--- src/rtl/clkdiv_pkg.sv ---
// Shared FSM encoding and default sizing for the runtime-programmable clock divider.
package clkdiv_pkg;

    localparam int CLKDIV_DEFAULT_WIDTH = 32;

    typedef enum logic [1:0] {
        IDLE  = 2'd0,
        RUN   = 2'd1,
        DRAIN = 2'd2
    } state_t;

endpackage

--- src/rtl/clkdiv_period_counter.sv ---
// Up-counter with a loadable terminal value; at_term flags the last count of a half-period.
// Counts only while run=1 and clears on terminal count or when idle.
module clkdiv_period_counter #(
    parameter int WIDTH = 32
) (
    input  logic             clk,
    input  logic             rst,
    input  logic             run,
    input  logic [WIDTH-1:0] term_val,
    output logic [WIDTH-1:0] count,
    output logic             at_term
);

    // term_val is never zero: the controller rejects a zero divide value
    assign at_term = run && (count == term_val - WIDTH'(1));

    always_ff @(posedge clk or posedge rst) begin
        if (rst) begin
            count <= '0;
        end else if (!run || at_term) begin
            count <= '0;
        end else begin
            count <= count + WIDTH'(1);
        end
    end

endmodule

--- src/rtl/clkdiv_ctrl.sv ---
// Runtime-programmable clock divider: q toggles every cur_div cycles, ratio changes and stops
// only take effect at the falling edge of q so every emitted period is complete.
module clkdiv_ctrl
    import clkdiv_pkg::*;
#(
    parameter int          WIDTH       = CLKDIV_DEFAULT_WIDTH,
    parameter int unsigned DEFAULT_DIV = 2
) (
    input  logic             clk,
    input  logic             rst,
    input  logic             enable,
    input  logic             cfg_valid,
    input  logic [WIDTH-1:0] cfg_div,
    output logic             cfg_ready,
    output logic             cfg_err,
    output logic             q,
    output logic             tick,
    output logic             running,
    output logic [WIDTH-1:0] cur_div
);

    state_t           state;
    state_t           state_nxt;
    logic             pending;
    logic [WIDTH-1:0] div_next;
    logic [WIDTH-1:0] count;
    logic             at_term;
    logic             run_st;
    logic             period_end;
    logic             accept;
    logic             cfg_ok;

    assign run_st     = (state != IDLE);
    assign period_end = at_term && q;
    assign accept     = cfg_valid && !pending;
    assign cfg_ok     = accept && (cfg_div != '0);
    assign cfg_ready  = !pending;
    assign running    = run_st;

    clkdiv_period_counter #(
        .WIDTH (WIDTH)
    ) u_counter (
        .clk      (clk),
        .rst      (rst),
        .run      (run_st),
        .term_val (cur_div),
        .count    (count),
        .at_term  (at_term)
    );

    always_comb begin
        state_nxt = state;
        case (state)
            IDLE:    if (enable) state_nxt = RUN;
            RUN:     if (!enable) state_nxt = period_end ? IDLE : DRAIN;
            DRAIN:   if (period_end) state_nxt = IDLE;
            default: state_nxt = IDLE;
        endcase
    end

    always_ff @(posedge clk or posedge rst) begin
        if (rst) begin
            state   <= IDLE;
            q       <= 1'b0;
            tick    <= 1'b0;
            cfg_err <= 1'b0;
        end else begin
            state   <= state_nxt;
            tick    <= at_term;
            cfg_err <= accept && (cfg_div == '0);
            if (!run_st) begin
                q <= 1'b0;
            end else if (at_term) begin
                q <= ~q;
            end
        end
    end

    // A ratio accepted on the cycle we drop to IDLE has no later period end, so apply it now
    always_ff @(posedge clk or posedge rst) begin
        if (rst) begin
            cur_div  <= WIDTH'(DEFAULT_DIV);
            div_next <= '0;
            pending  <= 1'b0;
        end else if (!run_st) begin
            if (cfg_ok) cur_div <= cfg_div;
        end else begin
            if (period_end && pending) begin
                cur_div <= div_next;
                pending <= 1'b0;
            end
            if (cfg_ok) begin
                if (period_end && state_nxt == IDLE) begin
                    cur_div <= cfg_div;
                end else begin
                    div_next <= cfg_div;
                    pending  <= 1'b1;
                end
            end
        end
    end

endmodule
--- config.mk ---
export PLATFORM = sky130hd
export DESIGN_NAME = clkdiv_ctrl
export DESIGN_NICKNAME = d
export VERILOG_FILES = /design/src/rtl/clkdiv_pkg.sv /design/src/rtl/clkdiv_period_counter.sv /design/src/rtl/clkdiv_ctrl.sv
export SDC_FILE = /design/constraint.sdc
export NUM_CORES = 1
export LEC_CHECK = 0
export ABC_CLOCK_PERIOD_IN_PS = 4700
export CORE_MARGIN = 2
export CORE_UTILIZATION = 30
export DETAILED_ROUTE_END_ITERATION = 6
export PLACE_DENSITY_LB_ADDON = 0.1
export SYNTH_ARGS = -nofsm -noshare
export SYNTH_HDL_FRONTEND = slang
export SYNTH_SLANG_ARGS = --single-unit
--- constraint.sdc ---
create_clock -name clk -period 4.7 [get_ports clk]
set_clock_uncertainty 0.15 [all_clocks]
set_input_delay 0.705 -clock clk [delete_from_list [all_inputs] [get_ports clk]]
set_output_delay 0.705 -clock clk [all_outputs]
set_load 0.01 [all_outputs]
# After elaboration in Yosys (flattened, before gate mapping)
# Cells that the tools add are included.
# totals
regBits,102
inputBits,36
out_inout_bits,37
word_cells,49
# classes
addsub,2
eq_ne,4
mux,16
n_bitwise,2
n_reduce_logical,17
# ops
operator,n
2-to-1 mux 32 bit,6
"adder 32 x 1 -> 32 bit, second input constant",1
== test 32 bit,1
logical NOT 32 bit,1
nonzero test 32 bit,1
"subtractor 32 x 1 -> 32 bit, second input constant",1
2-to-1 mux 2 bit,4
logical AND 1 bit,7
one-hot mux 2 bit (3 select lines),1
2-to-1 mux 1 bit,5
logical NOT 2 bit,2
nonzero test 2 bit,2
AND reduction 3 bit,1
"== test 2 x 1 -> 1 bit, second input constant",1
"== test 2 bit, second input constant",1
logical NOT 1 bit,2
"!= test 2 bit, second input constant",1
inverter 1 bit,2
logical OR 1 bit,1

# Longest topological paths before layout
# Gate-level depths: netlist of run 1.
# depth
word_depth,12
depth_mapped,15

# Cells and area by module
# A second synthesis of run 1 with hierarchy kept.
# unflattened
hier_cells,603
area_unflattened_um2,6065.8
# by_module_without_submodules
module,instances,cells_each,area_per_inst_um2,seq_area_each_um2
clkdiv_period_counter,1,351,3062.9,800.8
clkdiv_ctrl,1,252,3002.9,1752.9

# Worst setup path after synthesis of run 1
# Ideal clock, no wire load.
# synth_timing
path_type,flip-flop to flip-flop
start,register cur_div[0]
end,register cur_div[0]
arrival_ns,3.807
path_slack_ns,0.625
stages_incl_launch_ff,15
path_buffers,3
period_less_slack_ns,4.075
path_cell_list,dfrtp_1 buf_6 inv_1 ha_1 or3b_2 clkbuf_1 nor4_1 nand3_1 xnor2_1 nor4bb_1 nand4_4 nor4_4 nor2_4 buf_6 a21o_1
# synth_via
elab_chain_len,12
word_cells_on_any_way,15
classes_between,add/sub: 1; eq/ne: 1; mux: 8; reduce/logical: 5
# synth_rtl
element,line_no,text
start: declaration,clkdiv_ctrl.sv:19,output logic [WIDTH-1:0] cur_div
start signal: assignment,clkdiv_ctrl.sv:82,cur_div <= WIDTH'(DEFAULT_DIV);
start signal: assignment,clkdiv_ctrl.sv:86,if (cfg_ok) cur_div <= cfg_div;
start signal: assignment,clkdiv_ctrl.sv:89,cur_div <= div_next;
subtractor 32 x 1 -> 32 bit,clkdiv_period_counter.sv:15,assign at_term = run && (count == term_val - WIDTH'(1));
== test 32 bit,clkdiv_period_counter.sv:15,
logical AND 1 bit,clkdiv_period_counter.sv:15,
logical AND 1 bit,clkdiv_ctrl.sv:34,assign period_end = at_term && q;
2-to-1 mux 2 bit (2 in series),clkdiv_ctrl.sv:55,RUN: if (!enable) state_nxt = period_end ? IDLE : DRAIN;
one-hot mux 2 bit (3 select lines),clkdiv_ctrl.sv:53,case (state)
logical NOT 2 bit,clkdiv_ctrl.sv:93,if (period_end && state_nxt == IDLE) begin
logical AND 1 bit,clkdiv_ctrl.sv:93,
2-to-1 mux 32 bit,clkdiv_ctrl.sv:93,
2-to-1 mux 32 bit *,clkdiv_ctrl.sv:92,if (cfg_ok) begin
2-to-1 mux 32 bit *,clkdiv_ctrl.sv:85,end else if (!run_st) begin
# Every way passes the cells marked *; elsewhere a longest branch is shown, timed or not.
# A chain may end at the register's enable or synchronous reset.

# Worst setup path after layout of run 1
# layout_timing
start,register cur_div[22]
end,register div_next[11]
# layout_via
elab_chain_len,11
word_cells_on_any_way,12
classes_between,add/sub: 1; eq/ne: 1; mux: 4; bitwise: 1; reduce/logical: 5
# layout_rtl
element,line_no,text
subtractor 32 x 1 -> 32 bit *,clkdiv_period_counter.sv:15,
== test 32 bit *,clkdiv_period_counter.sv:15,
logical AND 1 bit *,clkdiv_period_counter.sv:15,
logical AND 1 bit *,clkdiv_ctrl.sv:34,
2-to-1 mux 2 bit (2 in series),clkdiv_ctrl.sv:55,
one-hot mux 2 bit (3 select lines),clkdiv_ctrl.sv:53,
logical NOT 2 bit,clkdiv_ctrl.sv:93,
logical AND 1 bit *,clkdiv_ctrl.sv:93,
inverter 1 bit (no source line) *,-,
AND reduction 3 bit (no source line) *,-,
end signal: assignment,clkdiv_ctrl.sv:96,div_next <= cfg_div;
end: declaration,clkdiv_ctrl.sv:25,logic [WIDTH-1:0] div_next;
# Marked as above.

==> out/metrics.csv, run 1 <==
stage,metric,value,unit
cts,post_cts_buffers,0,
synthesis,synthMostInstantiatedCell,dfrtp_1,
synthesis,synthCells,555,
synthesis,synth_edf_count,0,
sta,whs,322.2,ps
cts,post_cts_resized,0,
floorplan,start_util,0.3048,
routing,viasPerCell,5.172,
power_and_ir_drop,irDropWorstVdd,0.2176,mV
sta,finalMaxSlewViolations,0,
routing,first_iter_violations,215,
grt,grt_usage,0.1643,
synthesis,syn_nets,593,
final_layout,num-fill-cells,2017,
synthesis,syn_avg_cell_area,11.08,µm²
placed_design,io_buffers,72,
cts,hold_buffers,0,
synthesis,netlist.area_leader.share,0.4111,
cts,clk_path_buf_depth,2,
cts,clock_latency,360,ps
placed_design,gp_congestion,0.8321,
floorplan,die_w,147.2,µm
sta,worstMarginPinSlew,876.8,ps
grt,grt_max_degree,46,
placed_design,place_area,7238,µm²
floorplan,coreArea,20170,µm²
power_and_ir_drop,powerDensity,567.3,nW/µm²
run_status,status,finished clean,
sta,finalHoldViolations,0,
setup_path,cp-end-kind,register,
final_layout,drive_gt1_frac,0.2013,
setup_path,reg2reg_from,cur_div[22],
final_layout,syn_to_final_growth,22.69,%
sta,setup_viol,0,
synthesis,synth_flop_cell,dfrtp_1,
routing,drc,0,
synthesis,synth.top_cells.by_area,"dfrtp_1 (41%), a22o_4 (8.5%), mux2_4 (7.1%), xor2_1 (5.1%), a21o_1 (4.4%)",
final_layout,diodes,0,
cts,clock-sinks,102,
synthesis,async_flop_share,1.000,
setup_path,worst-setup-path-type,register to register,
synthesis,synth.top_cells.by_count,"dfrtp_1 (101), nor2_1 (51), a21o_1 (36), xor2_1 (36), a22o_4 (30)",
synthesis,synth-seq-cells,102,
min_path,hold_class,register to register,
floorplan,die_area,21660,µm²
setup_path,arrival,4440,ps
grt,antenna_found_initial,0,
sta,slew_headroom,0.4141,
setup_path,crit_path_start,cur_div[22],
run,drv_cap,0,
sta,post-route-min-period,4337,ps
floorplan,io_pins,73,
cts,cts-buffers-inserted,9,
floorplan,fp-row-count,52,
routing,drt-total-wl,17.27,mm
grt,grt-ovfl-total,0,
final_layout,finalNetCount,669,
setup_path,cp.required,4800,ps
sta,rsz0062_at_grt,no,
synthesis,synth_warnings,0,
routing,num_vias,4686,
routing,firstDrtPassIters,6,
sta,timing.fmax,0.2306,GHz
sta,fin_tns_setup,0,ps
grt,grt_pass1_wl,27.63,mm
min_path,hold_start,pending,
cts,ctsHtreeMaxLevel,3,
cts,cts_tree,done,
synthesis,synth.distinct_cells,65,
cts,clk_pin_slew,90,ps
placed_design,dp.cells,890,
power_and_ir_drop,p_leak,3.338,nW
synthesis,synth_area,6148,µm²
setup_path,startpoint_type,register,
setup_path,critical_path_peak_fanout,11,
final_layout,fin_area,7543,µm²
routing,drtAntennaViolNets,0,
grt,grt_pass1_vias,4748,
synthesis,yosysTopAreaCell,dfrtp_1,
sta,period_share,0.9228,
cts,cts_root_buf,clkbuf_16,
placed_design,dp_hpwl,13.00,mm
synthesis,yosysSeqAreaShare,0.4153,
routing,wl_per_cell,19.07,µm
final_layout,fin_cells,906,
floorplan,die_y,147.2,µm
-- cell usage in the layout, fill, tap and decap left out, drive strengths merged, types with 6 or more instances in the layout --
master | netlist | layout
a21o | 36 | 36
a21oi | 6 | 6
a22o | 32 | 32
a31oi | 6 | 6
and3 | 8 | 8
buf | 17 | 32
clkbuf | 22 | 10
clkdlybuf4s50 | 0 | 72
dfrtp | 101 | 101
inv | 9 | 14
mux2 | 33 | 33
nand2 | 20 | 20
nand3 | 19 | 19
nand4 | 14 | 14
nor2 | 52 | 52
nor3 | 19 | 19
nor4 | 27 | 27
or4 | 10 | 10
xnor2 | 28 | 28
xor2 | 36 | 36
-- cell type report --
| cell class | count | area [µm²] | share of cell area |
|---|---|---|---|
| flip-flops and latches | 102 | 2554 | 0.3385 |
| clock buffers | 10 | 239.0 | 0.03168 |
| well taps | 270 | 337.8 | 0.04478 |
| clock inverters | 6 | 60.06 | 0.007962 |
| repair buffers | 104 | 998.5 | 0.1324 |
| inverters | 9 | 36.28 | 0.004810 |
| multi-input cells | 405 | 3318 | 0.4399 |
-- path summary, 6_finish.rpt --
| kind | to | slack [ps] | cells past startpoint |
|---|---|---|---|
| setup / recovery | div_next[11] | 360 | 9 |
| max in group asynchronous | cur_div[1] | 2850 | 3 |
| setup reg to reg | div_next[11] | 360 | 9 |
| min in group asynchronous | div_next[0] | 620 | 2 |
| hold / removal | cfg_err | 320 | 1 |
| hold reg to reg | cfg_err | 320 | 1 |
-- kinds of logic (layout without fill, tap and decap cells) --
family,count (synthesis),after routing,share of synthesized area
and+or+nand+nor,196,196,0.1770
DFF,102,102,0.4153
muxes,33,33,0.07814
adders and majority gates,2,2,0.004069
AOI/OAI and AO/OA,110,110,0.1880
buffers and inverters,48,129,0.04619
xor gates and xnor gates,64,64,0.09117
-- flip-flops by register name (all words and copies together), names as in the netlist --
signal,flops
div_next,32
u_counter.count,32
pending,1
q,1
cur_div,32
tick,1
state,2
cfg_err,1
-- layer usage --
| metal | wire length (µm) | GRT usage | part of all wire | up-vias |
|---|---|---|---|---|
| li1 | - | - | - | 2205 |
| met3 | 730 | 0.04006 | 0.042 | 18 |
| met1 | 8177 | 0.2264 | 0.47 | 2353 |
| met2 | 8116 | 0.2617 | 0.47 | 110 |
| met5 | 0 | 0 | 0 | - |
| met4 | 249 | 0.03798 | 0.014 | 0 |
-- metrics by stage --
step	power [mW]	setup WS [ps]	utilization
finish	4.279	362.8	0.3740
global route	4.541	151.9	0.3740
CTS	4.314	194.3	0.3737
detailed placement	3.514	229.0	0.3589
global placement	3.497	229.7	0.3589
floorplan	2.680	624.7	-
-- power by group --
| group | leakage (nW) | switching (mW) | internal [mW] |
|---|---|---|---|
| combinational | 1.88 | 0.960 | 1.03 |
| clock | 0.148 | 0.388 | 0.389 |
| sequential | 1.31 | 0.336 | 1.18 |
| total | 3.34 | 1.68 | 2.60 |
-- worst max-delay path, cell delays in order, from the launching register on --
cell       delay (ps)
dfrtp_1           490
or4_1             660
or4b_1            540
o31a_1            270
o22ai_1           340
a2111oi_4         130
and4_1            260
a211oi_4          770
buf_4             290
mux2_4            300
Note: power is estimated with default switching activity, not from simulation.
==> inputs of run 2 (changes only) <==
- CTS_BUF_LIST: default -> sky130_fd_sc_hd__clkbuf_8
==> out/metrics.csv, run 2 (same netlist as run 1, synthesis figures left out) <==
stage,metric,value,unit
final_layout,num-fill-cells,2024,
sta,finalMaxSlewViolations,0,
final_layout,layout_commonest_cell,dfrtp_1,
floorplan,io_pins,73,
setup_path,cp.required,4840,ps
min_path,hold_path_depth,1,
routing,drt-total-wl,17.24,mm
min_path,hold_start,pending,
cts,ctsHtreeMaxLevel,3,
final_layout,diodes,0,
power_and_ir_drop,irDropWorstVdd,0.2065,mV
floorplan,die_w,147.2,µm
setup_path,r2r_cells,9,
routing,firstDrtPassIters,4,
final_layout,fin_cells,906,
sta,whs,327.5,ps
sta,rsz0062_at_grt,no,
routing,num_vias,4633,
sta,post-route-min-period,4370,ps
final_layout,finalNetCount,669,
placed_design,io_buffers,72,
cts,hold_buffers,0,
final_layout,register_area,2554,µm²
cts,clock-sinks,102,
grt,grt_pass1_wl,27.63,mm
floorplan,coreArea,20170,µm²
setup_path,critical_path_peak_fanout,11,
setup_path,crit_family,compound AO/OA/AOI/OAI gates,
cts,clk_path_buf_depth,2,
min_path,hold_class,register to register,
placed_design,gp_congestion,0.8321,
cts,cts_root_buf,clkbuf_8,
grt,grt-ovfl-total,0,
floorplan,fp-row-count,52,
setup_path,crit_chain,or4_1 > or4b_1 > o31a_1 > o22ai_1 > a2111oi_4 > and4_1 > a211oi_4 > buf_4 > mux2_4,
run_status,status,finished clean,
final_layout,drive_gt1_frac,0.2013,
setup_path,r2r-end,div_next[11],
sta,slew_headroom,0.4228,
run,drv_cap,0,
setup_path,cp-end-kind,register,
setup_path,worst-setup-path-type,register to register,
cts,post_cts_buffers,0,
setup_path,reg2reg_from,cur_div[22],
sta,period_share,0.9298,
cts,clock_latency,400,ps
grt,grt_usage,0.1640,
cts,cts_tree,done,
routing,viasPerCell,5.114,
setup_path,path_buf_inv,1,
sta,worstMarginPinSlew,863.8,ps
setup_path,startpoint_type,register,
grt,grt_max_degree,46,
setup_path,rrSetupSlack,330,ps
cts,cts-buffers-inserted,9,
sta,fin_tns_setup,0,ps
cts,post_cts_resized,0,
placed_design,pre_cts_ws,229.0,ps
routing,drc,0,
min_path,worstHoldEndpoint,cfg_err,
placed_design,dp_hpwl,13.00,mm
floorplan,die_y,147.2,µm
sta,setup_ws,329.8,ps
setup_path,max_stage_delay,770,ps
grt,grt_pass1_vias,4758,
grt,antenna_found_initial,0,
power_and_ir_drop,powerDensity,548.7,nW/µm²
routing,wl_per_cell,19.02,µm
power_and_ir_drop,finalPower,4.084,mW
routing,drtAntennaViolNets,0,
power_and_ir_drop,p_leak,3.291,nW
final_layout,syn_to_final_growth,21.04,%
final_layout,final_cell_mix,"dfrtp_1 (101), clkdlybuf4s50_1 (72), nor2_1 (51), xor2_1 (36), a21o_1 (36)",
floorplan,die_area,21660,µm²
cts,clk_pin_slew,120,ps
sta,timing.fmax,0.2288,GHz
setup_path,crit_path_top_delay_cell,a211oi_4,
final_layout,multi_input_area,3318,µm²
floorplan,start_util,0.3048,
setup_path,arrival,4510,ps
final_layout,top_regs,"cur_div x32, div_next x32, u_counter.count x32",
routing,first_iter_violations,163,
sta,setup_viol,0,
placed_design,dp.cells,890,
sta,finalHoldViolations,0,
==> run 2: worst max-delay path by stage <==
stage | start | to | slack [ps] | depth (start not counted)
2_1_floorplan | cur_div[0] | cur_div[0] | 620 | 14
3_3_place_gp | cur_div[22] | cur_div[30] | 230 | 10
4_1_cts | cur_div[0] | cur_div[30] | 190 | 10
5_1_grt | cur_div[22] | cur_div[30] | 140 | 9
3_5_place_dp | cur_div[0] | cur_div[30] | 230 | 10
6_report | cur_div[22] | div_next[11] | 330 | 9
==> run 2: final cells by class <==
type | instances | area share
clock inverter | 6 | 0.008070
clock buffer | 10 | 0.01849
timing repair buffer | 104 | 0.1342
tap | 270 | 0.04539
inverter | 9 | 0.004876
multi-input combinational | 405 | 0.4459
sequential | 102 | 0.3431
==> run 2: worst reg2reg max path: stages (launching register included) <==
cell       delay [ps]
dfrtp_1           510
or4_1             670
or4b_1            550
o31a_1            270
o22ai_1           360
a2111oi_4         140
and4_1            260
a211oi_4          770
buf_4             290
mux2_4            300
==> run 2: per-layer routing <==
layer  vias up  track usage  routed length (µm)
li1       2197            -                   -
met1      2329       0.2260                8136
met2        91       0.2619                8093
met3        16      0.04006                 765
met4         0      0.03654                 240
met5         -            0                   0
==> run 2: where the power goes <==
part / switching [mW] / total [mW] / internal [mW]
clock network: 0.363 / 0.585 / 0.222
logic: 0.958 / 1.99 / 1.03
registers: 0.337 / 1.51 / 1.18
total: 1.66 / 4.08 / 2.43
==> run 2: stage by stage <==
stage               instance area [µm²]    util
finish                             7442  0.3690
global route                       7442  0.3690
CTS                                7436  0.3687
detailed placement                 7238  0.3589
global placement                   7238  0.3589
floorplan                          6148       -
